File: src/rtl/cpu_defs.sv
// cpu_defs: shared types for the memory-stage data bridge.
package cpu_defs;

  // Bridge handshake state.
  typedef enum logic [1:0] {
    ST_IDLE = 2'd0,
    ST_REQ  = 2'd1,
    ST_WAIT = 2'd2,
    ST_DONE = 2'd3
  } bridge_state_t;

  // Access size encoding, shared by the CPU port and the bus.
  typedef logic [1:0] size_t;

  localparam size_t SIZE_BYTE = 2'd0;
  localparam size_t SIZE_HALF = 2'd1;
  localparam size_t SIZE_WORD = 2'd2;

endpackage : cpu_defs

File: src/rtl/dmem_bridge.sv
// dmem_bridge: turns the single-cycle memory-stage data port into a
// split request/response bus (addr_ok/data_ok), stalling the pipeline
// until the single outstanding access completes.
module dmem_bridge
  import cpu_defs::*;
#(
  parameter int unsigned ADDR_W = 32,
  parameter int unsigned DATA_W = 32,
  localparam int unsigned STRB_W = DATA_W / 8
) (
  input  logic              clk,
  input  logic              rst,
  // CPU memory-stage side
  input  logic              cpu_en,
  input  logic [STRB_W-1:0] cpu_wen,
  input  size_t             cpu_size,
  input  logic [ADDR_W-1:0] cpu_addr,
  input  logic [DATA_W-1:0] cpu_wdata,
  input  logic              cpu_longstall,
  output logic [DATA_W-1:0] cpu_rdata,
  output logic              cpu_stall,
  // Bus side
  output logic              data_req,
  output logic              data_wr,
  output size_t             data_size,
  output logic [ADDR_W-1:0] data_addr,
  output logic [DATA_W-1:0] data_wdata,
  output logic [STRB_W-1:0] data_wstrb,
  input  logic              data_addr_ok,
  input  logic              data_ok,
  input  logic [DATA_W-1:0] data_rdata
);

  bridge_state_t     state_q, state_d;
  logic              latch_c;
  logic              capture_c;

  logic              req_q;
  logic              wr_q;
  size_t             size_q;
  logic [ADDR_W-1:0] addr_q;
  logic [DATA_W-1:0] wdata_q;
  logic [STRB_W-1:0] strb_q;
  logic [DATA_W-1:0] rdata_q;

  // State register; reset aborts any in-flight access.
  always_ff @(posedge clk or posedge rst) begin
    if (rst) begin
      state_q <= ST_IDLE;
    end else begin
      state_q <= state_d;
    end
  end

  // Next state, stall, and latch/capture strobes.
  // Stall depends on state and cpu_en only, never on the bus response.
  always_comb begin
    state_d   = state_q;
    cpu_stall = 1'b0;
    latch_c   = 1'b0;
    capture_c = 1'b0;
    unique case (state_q)
      ST_IDLE: begin
        cpu_stall = cpu_en;
        if (cpu_en) begin
          latch_c = 1'b1;
          state_d = ST_REQ;
        end
      end
      ST_REQ: begin
        cpu_stall = 1'b1;
        if (data_addr_ok) begin
          if (data_ok) begin
            capture_c = ~wr_q;
            state_d   = ST_DONE;
          end else begin
            state_d   = ST_WAIT;
          end
        end
      end
      ST_WAIT: begin
        cpu_stall = 1'b1;
        if (data_ok) begin
          capture_c = ~wr_q;
          state_d   = ST_DONE;
        end
      end
      ST_DONE: begin
        // Hold here so a frozen pipeline cannot re-issue the same access.
        if (!cpu_longstall) begin
          state_d = ST_IDLE;
        end
      end
      default: begin
        state_d = ST_IDLE;
      end
    endcase
  end

  // Registered bus request and latched access attributes.
  always_ff @(posedge clk or posedge rst) begin
    if (rst) begin
      req_q   <= 1'b0;
      wr_q    <= 1'b0;
      size_q  <= SIZE_BYTE;
      addr_q  <= '0;
      wdata_q <= '0;
      strb_q  <= '0;
    end else begin
      req_q <= (state_d == ST_REQ);
      if (latch_c) begin
        wr_q    <= |cpu_wen;
        size_q  <= cpu_size;
        addr_q  <= cpu_addr;
        wdata_q <= cpu_wdata;
        strb_q  <= cpu_wen;
      end
    end
  end

  // Load data register; stores leave it untouched.
  always_ff @(posedge clk or posedge rst) begin
    if (rst) begin
      rdata_q <= '0;
    end else if (capture_c) begin
      rdata_q <= data_rdata;
    end
  end

  assign data_req   = req_q;
  assign data_wr    = wr_q;
  assign data_size  = size_q;
  assign data_addr  = addr_q;
  assign data_wdata = wdata_q;
  assign data_wstrb = strb_q;
  assign cpu_rdata  = rdata_q;

endmodule : dmem_bridge

File: config.mk
export PLATFORM = sky130hd
export DESIGN_NAME = dmem_bridge
export DESIGN_NICKNAME = d
export VERILOG_FILES = /design/src/rtl/cpu_defs.sv /design/src/rtl/dmem_bridge.sv
export SDC_FILE = /design/constraint.sdc
export NUM_CORES = 1
export LEC_CHECK = 0
export BUFFER_PORTS_ARGS = -buffer_cell sky130_fd_sc_hd__buf_2
export CAP_MARGIN = 15
export CORE_UTILIZATION = 45
export DETAILED_ROUTE_END_ITERATION = 6
export HOLD_SLACK_MARGIN = 0.03
export MAX_ROUTING_LAYER = met4
export PLACE_DENSITY = 0.79
export SLEW_MARGIN = 20
export SYNTH_ARGS = -nofsm -noshare
export SYNTH_HDL_FRONTEND = slang
export SYNTH_SLANG_ARGS = --single-unit
File: constraint.sdc
create_clock -name clk -period 4.4 [get_ports clk]
set_input_delay 0.66 -clock clk [delete_from_list [all_inputs] [get_ports clk]]
set_output_delay 0.66 -clock clk [all_outputs]
set_load 0.01 [all_outputs]
==> results of run 1 <==
synthesized netlist by cell type:
master | number | area [um^2]
a21o_1 | 1 | 7.51
o21a_1 | 1 | 7.51
o311a_1 | 1 | 10.0
or2_2 | 1 | 6.26
nor4_1 | 1 | 6.26
nor2b_1 | 1 | 6.26
dfrtp_1 | 106 | 2650
buf_2 | 7 | 35.0
and2_1 | 1 | 6.26
inv_1 | 4 | 15.0
mux2_2 | 72 | 811
buf_6 | 3 | 33.8
nand2_1 | 3 | 11.3
a2bb2oi_1 | 2 | 17.5
ha_1 | 5 | 62.6
nor2_1 | 1 | 3.75
a21o_2 | 1 | 8.76
a21oi_1 | 1 | 5.00
mux2_4 | 30 | 450
nand4b_4 | 1 | 23.8
o21ai_0 | 1 | 5.00
a211o_1 | 1 | 8.76
sequential cells by signal (all words and copies together) (netlist names):
| name | count |
|---|---|
| cpu_rdata | 32 |
| data_addr | 32 |
| data_wdata | 32 |
| data_wstrb | 4 |
| data_size | 2 |
| state_q | 2 |
| data_req | 1 |
| data_wr | 1 |
layer usage:
layer  part of all wire  global-route usage  vias to the layer above
li1                   -                   -                     1295
met1               0.40               0.221                     1360
met2               0.48               0.306                      149
met3              0.094              0.0745                       16
met4              0.019              0.0597                        0
met5                  0                   -                        -
layout make-up:
class	instances	area share
Multi-Input combinational cell	125	0.263
Clock inverter	5	0.0108
Sequential cell	106	0.479
Tap cell	108	0.0244
Clock buffer	11	0.0255
Inverter	4	0.00316
Timing Repair Buffer	214	0.194
report_power, final:
group          total, mW  leakage (nW)  switching [mW]  internal (mW)
registers           1.71          1.27           0.249           1.46
logic               1.68          1.58           0.751          0.927
clock network      0.604         0.100           0.321          0.283
total               3.99          2.95            1.32           2.67
worst min path at each step:
stage                endpoint  slack, ps  cells past startpoint
2_1_floorplan         data_wr        530                      2
3_3_place_gp    data_addr[25]        480                      1
3_5_place_dp    cpu_rdata[18]        490                      1
4_1_cts        data_wdata[14]        510                      1
5_1_grt         data_wdata[6]        510                      2
6_report       data_wdata[14]        510                      1
cells by family after synthesis:
kind of cell	share of synthesized area
DFF	0.632
muxes	0.301
buffers and inverters	0.0200
AOI/OAI and AO/OA	0.0167
and+or+nand+nor	0.0152
adders and majority gates	0.0149
stage by stage:
step | std cells | power [mW]
2_1_floorplan | 245 | 2.73
3_3_place_gp | 557 | 3.34
3_5_place_dp | 557 | 3.41
4_1_cts | 573 | 4.03
5_1_grt | 573 | 4.23
6_report | 573 | 3.99
worst max-delay path: cells and delay by family (launching register included):
kind	cells	cell delay, ps
flops	1	440
fa+ha+maj	1	220
compound gates	1	190
buf+inv	1	120
mux	1	530
simple gates	1	620
==> run summary, run 1 <==
Max-Cap Viols: 0
Grt ovf: 0
FILL cells: 730
DR iter-0 viols: 55
# IOs: 213
Crit Path Category: flop to flop
Row count: 34
Clock-pin slew on the worst setup and hold paths: 100 ps
Critical path data arrival time: 2480 ps
CORE AREA: 8890 um^2
Util after Layout: 0.623
Placer Congestion: 0.718
Placement Cell Area: 5340 um^2
Most frequent cells in the layout: buf_2 (212), dfrtp_1 (106), mux2_2 (72)
Detail Placement HPWL: 6570 um
Clock root cell: clkbuf_8
Antenna-violating nets left: 0
Antenna violations before repair: 0
Final period util: 0.512
Hold Crit Class: flop to flop
Failing checks: design-rule violations
TritonCTS Sinks: 106
Syn Inst Count: 245
Hold Path Origin: data_wdata[14]
Cts repair resizes: 0
FF-to-FF path depth: 5
Area Overhead vs Synth: 32.2%
Total leakage power: 2.95 nW
Final net count: 573
Worst-skew pair later-pin latency: 350 ps
RR Endpoint: cpu_rdata[4]
Vias/cell: 4.92
Clock Path Buffers: 2
Initial core utilization: 0.472
Critical Path Sink: cpu_rdata[4]
WL/cell: 15.6 um
First-pass GRT wire length: 14000 um
Outcome: finished with violations
Worst Setup End Kind: flop
Final Cell Area: 5540 um^2
Post-CTS Setup Bufs: 0
GRT Resource Usage Total: 0.190
Final Hold Viols: 0
RSZ-0062 raised after global routing: no
Syn_area_per_cell: 17.1 um^2
Fin Hold WS: 508 ps
Crit-path cells: inv_1 > ha_1 > a21o_2 > nand4b_4 > mux2_4
Register area share after synthesis: 0.632
Vias in the first global route: 3003
H-tree level count: 3
TritonCTS clock tree: done
Max FO, Critical Path: 32
Die area: 9710 um^2
Warnings from Yosys: 0
Multi-input logic area: 1460 um^2
Via count: 2820
DRC: 14
VDD IR max: 0.000372 V
Final setup fails: 0
Reg-to-reg setup timing slack: 2150 ps
Slew @ Worst Pin: 959 ps
Die X-Extent: 98.5 um
Most common cell after layout, fill and taps aside: buf_2
Routed wire length: 8930 um
Worst rel slew slack: 0.361
Setup TNS: 0 ps
CP max-delay cell: nand4b_4
Clk_skew: 16.9 ps
Antenna Cells: 0
Sequential Area: 2650 um^2
PwrDens: 719 nW/um^2
R2R Path Start: state_q[1]
Die H: 98.5 um
Crit-path max cell delay: 620 ps
1st-pass router iterations: 7
Tmin final: 2250 ps
Largest net degree at the start of global routing: 81
Worst Setup Start Kind: flop
CTS Buf Count: 9
Mapped Nets: 358
Layout cells sized above 1: 0.723
F_max: 444 MHz
Synth Cell Area: 4190 um^2
Hold_buf cts: 0
Number of port buffers: 212
Worst endpoint required time: 4620 ps
Fin worst setup slack: 2150 ps
Setup crit start: state_q[1]
Worst slack, placed: 2160 ps
Synth cell types: 22
Yosys reg bits: 106
Final Max Tran Viols: 0
Note: power is estimated with default switching activity, not from simulation.
==> run 2: changes to the inputs <==
clock period = 2.2 ns   (was 4.4 ns; I/O delays follow)
==> run summary, run 2 (synthesized netlist as in run 1, its figures left out) <==
Crit Path Category: flop to primary output
Area Overhead vs Synth: 33.8%
PwrDens: 1420 nW/um^2 (+97%)
Vias in the first global route: 3139 (+4.5%)
CP delay by family, top: flip-flops
TritonCTS clock tree: done
RSZ-0062 raised after global routing: no
Worst-skew pair later-pin latency: 360 ps (about the same)
Grt ovf: 0 (unchanged)
CORE AREA: 8890 um^2 (unchanged)
Worst Setup End Kind: primary output
CP max-delay cell: dfrtp_1
FILL cells: 686 (-6.0%)
Clock-pin slew on the worst setup and hold paths: 100 ps (about the same)
Multi-input logic area: 1460 um^2 (unchanged)
F_max: 516 MHz
Cts repair resizes: 0 (unchanged)
Hold Crit Class: input pin to flop
Initial core utilization: 0.472 (unchanged)
Util after Layout: 0.631 (+0.00788)
Number of port buffers: 212 (unchanged)
Antenna Cells: 0 (unchanged)
H-tree level count: 3 (unchanged)
Worst slack, placed: 273 ps (-1890 ps)
R2R Path Start: state_q[1]
Final net count: 579 (+1.0%)
Die H: 98.5 um (unchanged)
Sequential Area: 2650 um^2 (unchanged)
Failing checks: design-rule violations
Worst Setup Start Kind: flop
Vias/cell: 4.91 (-0.26%)
Reg-to-reg setup timing slack: 260 ps (-1890 ps)
First-pass GRT wire length: 14800 um (+5.4%)
Post-CTS Setup Bufs: 0 (unchanged)
Max-Cap Viols: 0 (unchanged)
CTS Buf Count: 9 (unchanged)
Clock root cell: clkbuf_8
WL/cell: 15.9 um (+1.9%)
Final period util: 0.881
Largest net degree at the start of global routing: 60 (-26%)
Final setup fails: 0 (unchanged)
DR iter-0 viols: 61 (+11%)
VDD IR max: 0.000775 V (+110%)
Worst endpoint required time: 1870 ps (-2750 ps)
Detail Placement HPWL: 6980 um (+6.2%)
RR Endpoint: cpu_rdata[24]
Setup TNS: 0 ps (unchanged)
Fin worst setup slack: 261 ps (-1890 ps)
DRC: 14 (unchanged)
Most common cell after layout, fill and taps aside: buf_2
Total leakage power: 2.97 nW (+0.84%)
Outcome: finished with violations
Routed wire length: 9200 um (+3.0%)
Max FO, Critical Path: 4 (-88%)
Final Max Tran Viols: 0 (unchanged)
Critical Path Sink: cpu_stall
Via count: 2842 (+0.78%)
Die area: 9710 um^2 (unchanged)
Critical path data arrival time: 1610 ps (-870 ps)
1st-pass router iterations: 5 (-2)
Crit-path cells: inv_1 > ha_1 > a21oi_1 > nor2_1 > buf_2
Tmin final: 1940 ps
Worst rel slew slack: 0.648 (+0.287)
Levels on crit path: 5 (unchanged)
Antenna-violating nets left: 0 (unchanged)
Setup crit start: state_q[0]
Crit-path max cell delay: 440 ps (-180 ps)
Placer Congestion: 0.774 (+7.7%)
Die X-Extent: 98.5 um (unchanged)
Clock Path Buffers: 2 (unchanged)
TritonCTS Sinks: 106 (unchanged)
Clk_skew: 15.3 ps (-1.65 ps)
FF-to-FF path depth: 6 (+1)
Layout cells sized above 1: 0.726 (+0.00353)
Row count: 34 (unchanged)
Most frequent cells in the layout: buf_2 (212), dfrtp_1 (106), mux2_2 (72)
Final Hold Viols: 0 (unchanged)
# IOs: 213 (unchanged)
GRT Resource Usage Total: 0.201 (+0.0110)
Hold_buf cts: 1 (+1)
WP buf/inv: 2 (+1)
Slew @ Worst Pin: 527 ps (-432 ps)
Antenna violations before repair: 0 (unchanged)
[run 2: routing by layer]
metal / GRT usage / routed length (um)
met1: 0.232 / 3670
met2: 0.330 / 4590
met4: 0.0620 / 125
met3: 0.0723 / 815
met5: - / 0
[run 2: layout make-up]
| cell class | instances | share of cell area |
|---|---|---|
| Clock buffer | 10 | 0.0245 |
| Clock inverter | 6 | 0.00847 |
| Inverter | 4 | 0.00334 |
| Multi-Input combinational cell | 125 | 0.260 |
| Sequential cell | 106 | 0.473 |
| Tap cell | 108 | 0.0241 |
| Timing Repair Buffer | 220 | 0.207 |
[run 2: power breakdown]
group / internal, mW / total (mW) / leakage [nW] / switching (mW)
clock: 0.453 / 1.13 / 0.0868 / 0.676
sequential: 2.91 / 3.41 / 1.27 / 0.496
combinational: 1.88 / 3.41 / 1.62 / 1.53
[run 2: worst min path at each step]
stage | start | end | cells past startpoint
global route | data_rdata[2] | cpu_rdata[2] | 2
floorplan | data_rdata[0] | cpu_rdata[0] | 1
finish | data_rdata[28] | cpu_rdata[28] | 2
detailed placement | rst | data_wdata[16] | 2
CTS | cpu_wdata[16] | data_wdata[16] | 2
global placement | rst | data_wdata[16] | 2
[run 2: worst register-to-register path, cell delays in order, from the launching register on]
cell and delay, ps:
dfrtp_1 420, inv_1 130, ha_1 210, a21o_2 190, nand4b_4 280, buf_12 270, mux2_4 310
[run 2: through the flow]
step | hold WS, ps | instances | power, mW | instance area (um^2)
2_1_floorplan | 479 | 245 | 5.45 | 4200
3_3_place_gp | 390 | 562 | 6.72 | 5420
3_5_place_dp | 401 | 562 | 6.89 | 5420
4_1_cts | 169 | 579 | 8.04 | 5610
5_1_grt | 162 | 579 | 8.43 | 5610
6_report | 188 | 579 | 7.95 | 5610
==> run 3: changes to the inputs <==
REMOVE_ABC_BUFFERS = 1   (was unset)
SLEW_MARGIN = 30   (was 20)
==> run summary, run 3 (synthesized netlist as in run 1, its figures left out) <==
Outcome: finished with violations
Failing checks: design-rule violations
Antenna violations before repair: 0 (unchanged)
Final net count: 578 (-0.17%)
Hold Crit Class: input pin to flop
Worst slack, placed: 279 ps (+6.07 ps)
Internal power: 5.21 mW (-0.73%)
Final Hold Viols: 0 (unchanged)
DR iter-0 viols: 64 (+4.9%)
Via count: 2797 (-1.6%)
CTS Buf Count: 9 (unchanged)
Crit-path max cell delay: 430 ps (about the same)
Clk_skew: 8.47 ps (-6.83 ps)
Logic pwr share: 0.432 (+0.003)
H-tree level count: 3 (unchanged)
Slew @ Worst Pin: 410 ps (-117 ps)
Clock Path Buffers: 2 (unchanged)
Final Max Tran Viols: 0 (unchanged)
Layout cells sized above 1: 0.726 (about the same)
Clock root cell: clkbuf_8
VDD IR max: 0.000685 V (-12%)
Util after Layout: 0.629 (-0.00183)
Vias/cell: 4.84 (-1.4%)
Clock-pin slew on the worst setup and hold paths: 100 ps (about the same)
Crit Path Category: flop to flop
Max-Cap Viols: 0 (unchanged)
Switching power: 2.68 mW (-0.66%)
# IOs: 213 (unchanged)
CORE AREA: 8890 um^2 (unchanged)
WL/cell: 16.0 um (+0.40%)
Worst rel slew slack: 0.727 (+0.0788)
Row count: 34 (unchanged)
Max FO, Critical Path: 12 (+8)
Reg power frac: 0.430 (about the same)
F_max: 519 MHz (+0.65%)
Initial core utilization: 0.472 (unchanged)
PwrDens: 1410 nW/um^2 (-0.42%)
Antenna-violating nets left: 0 (unchanged)
Crit-path cells: inv_1 > ha_1 > a21o_2 > nand4b_4 > buf_4 > mux2_4
Design Power: 7.89 mW (-0.71%)
Layout Cells excl Fill: 578 (-0.17%)
GRT Resource Usage Total: 0.202 (+0.000222)
Area Overhead vs Synth: 33.4%
Dpl cells: 561 (-0.18%)
Total leakage power: 2.98 nW (about the same)
Tmin final: 1930 ps (-12.5 ps)
Vias in the first global route: 3011 (-4.1%)
Largest net degree at the start of global routing: 73 (+22%)
Die H: 98.5 um (unchanged)
TritonCTS Sinks: 106 (unchanged)
DRC: 9 (-5)
Sw frac: 0.340 (about the same)
First-pass GRT wire length: 14600 um (-0.93%)
RSZ-0062 raised after global routing: no
Final setup fails: 0 (unchanged)
Worst-skew pair later-pin latency: 350 ps (about the same)
Clk pwr share: 0.138 (-0.004)
CP max-delay cell: dfrtp_1
Fin worst setup slack: 274 ps (+12.5 ps)
Detail Placement HPWL: 7100 um (+1.6%)
Die X-Extent: 98.5 um (unchanged)
Grt ovf: 0 (unchanged)
Number of port buffers: 212 (unchanged)
Most frequent cells in the layout: buf_2 (212), dfrtp_1 (106), mux2_2 (72)
Worst Setup Start Kind: flop
Routed wire length: 9220 um (+0.23%)
1st-pass router iterations: 7 (+2)
Most common cell after layout, fill and taps aside: buf_2
TritonCTS clock tree: done
Final period util: 0.875 (-0.00567)
Antenna Cells: 0 (unchanged)
Placer Congestion: 0.859 (+11%)
Worst Setup End Kind: flop
Die area: 9710 um^2 (unchanged)
Worst endpoint required time: 2450 ps (+580 ps)
Critical path data arrival time: 2180 ps (+570 ps)
==> run 3: cell type report <==
type / instances / area (um^2)
multi-input combinational: 125 / 1460
tap: 108 / 135
timing repair buffer: 219 / 1150
clock buffer: 9 / 124
clock inverter: 7 / 53.8
fill: 710 / 3290
sequential: 106 / 2650
inverter: 4 / 17.5
==> run 3: worst paths after layout <==
kind,cells after the start,end,slack [ps],start
hold / removal,2,data_addr[31],190,cpu_addr[31]
hold reg to reg,1,data_wdata[2],500,data_wdata[2]
setup reg to reg,6,cpu_rdata[22],270,state_q[1]
setup / recovery,6,cpu_rdata[22],270,state_q[1]
min in group asynchronous,3,cpu_rdata[25],520,rst
max in group asynchronous,4,data_addr[28],1050,rst
==> run 3: metrics by stage <==
| stage | hold WS [ps] | setup TNS, ps | cell area [um^2] |
|---|---|---|---|
| 4_1_cts | 171 | 0 | 5600 |
| 6_report | 194 | 0 | 5600 |
| 3_5_place_dp | 365 | 0 | 5410 |
| 5_1_grt | 164 | 0 | 5600 |
| 2_1_floorplan | 479 | -136840 | 4130 |
| 3_3_place_gp | 349 | 0 | 5410 |
==> run 3: worst max-delay path, delay by kind of cell (launching register included) <==
family / cells / cell delay [ps]
adders and majority gates: 1 / 200
and+or+nand+nor: 1 / 290
AOI/OAI and AO/OA: 1 / 180
buffers and inverters: 2 / 420
muxes: 1 / 300
DFF: 1 / 430
==> run 3: what timing repair did <==
action                                  4_1_cts  5_1_grt
endpoints found under the setup margin        0        0
hold endpoints to repair                     28        0
resized for setup                             0        0
hold buffers                                  1        0
setup buffers                                 0        0
==> run 3: power groups by stage <==
stage / sequential (mW) / clock [mW] / combinational, mW
CTS: 3.40 / 1.14 / 3.46
finish: 3.39 / 1.09 / 3.41
global route: 3.52 / 1.20 / 3.66
global placement: 3.38 / 0 / 3.35
detailed placement: 3.43 / 0 / 3.46
floorplan: 3.87 / 0 / 1.59
==> run 3: layer usage <==
layer	GRT usage	routed length (um)	part of all wire	up-vias
li1	-	-	-	1302
met1	0.220	3600	0.39	1363
met2	0.355	4900	0.53	117
met3	0.0496	503	0.055	15
met4	0.0758	221	0.024	0
met5	-	0	0	-
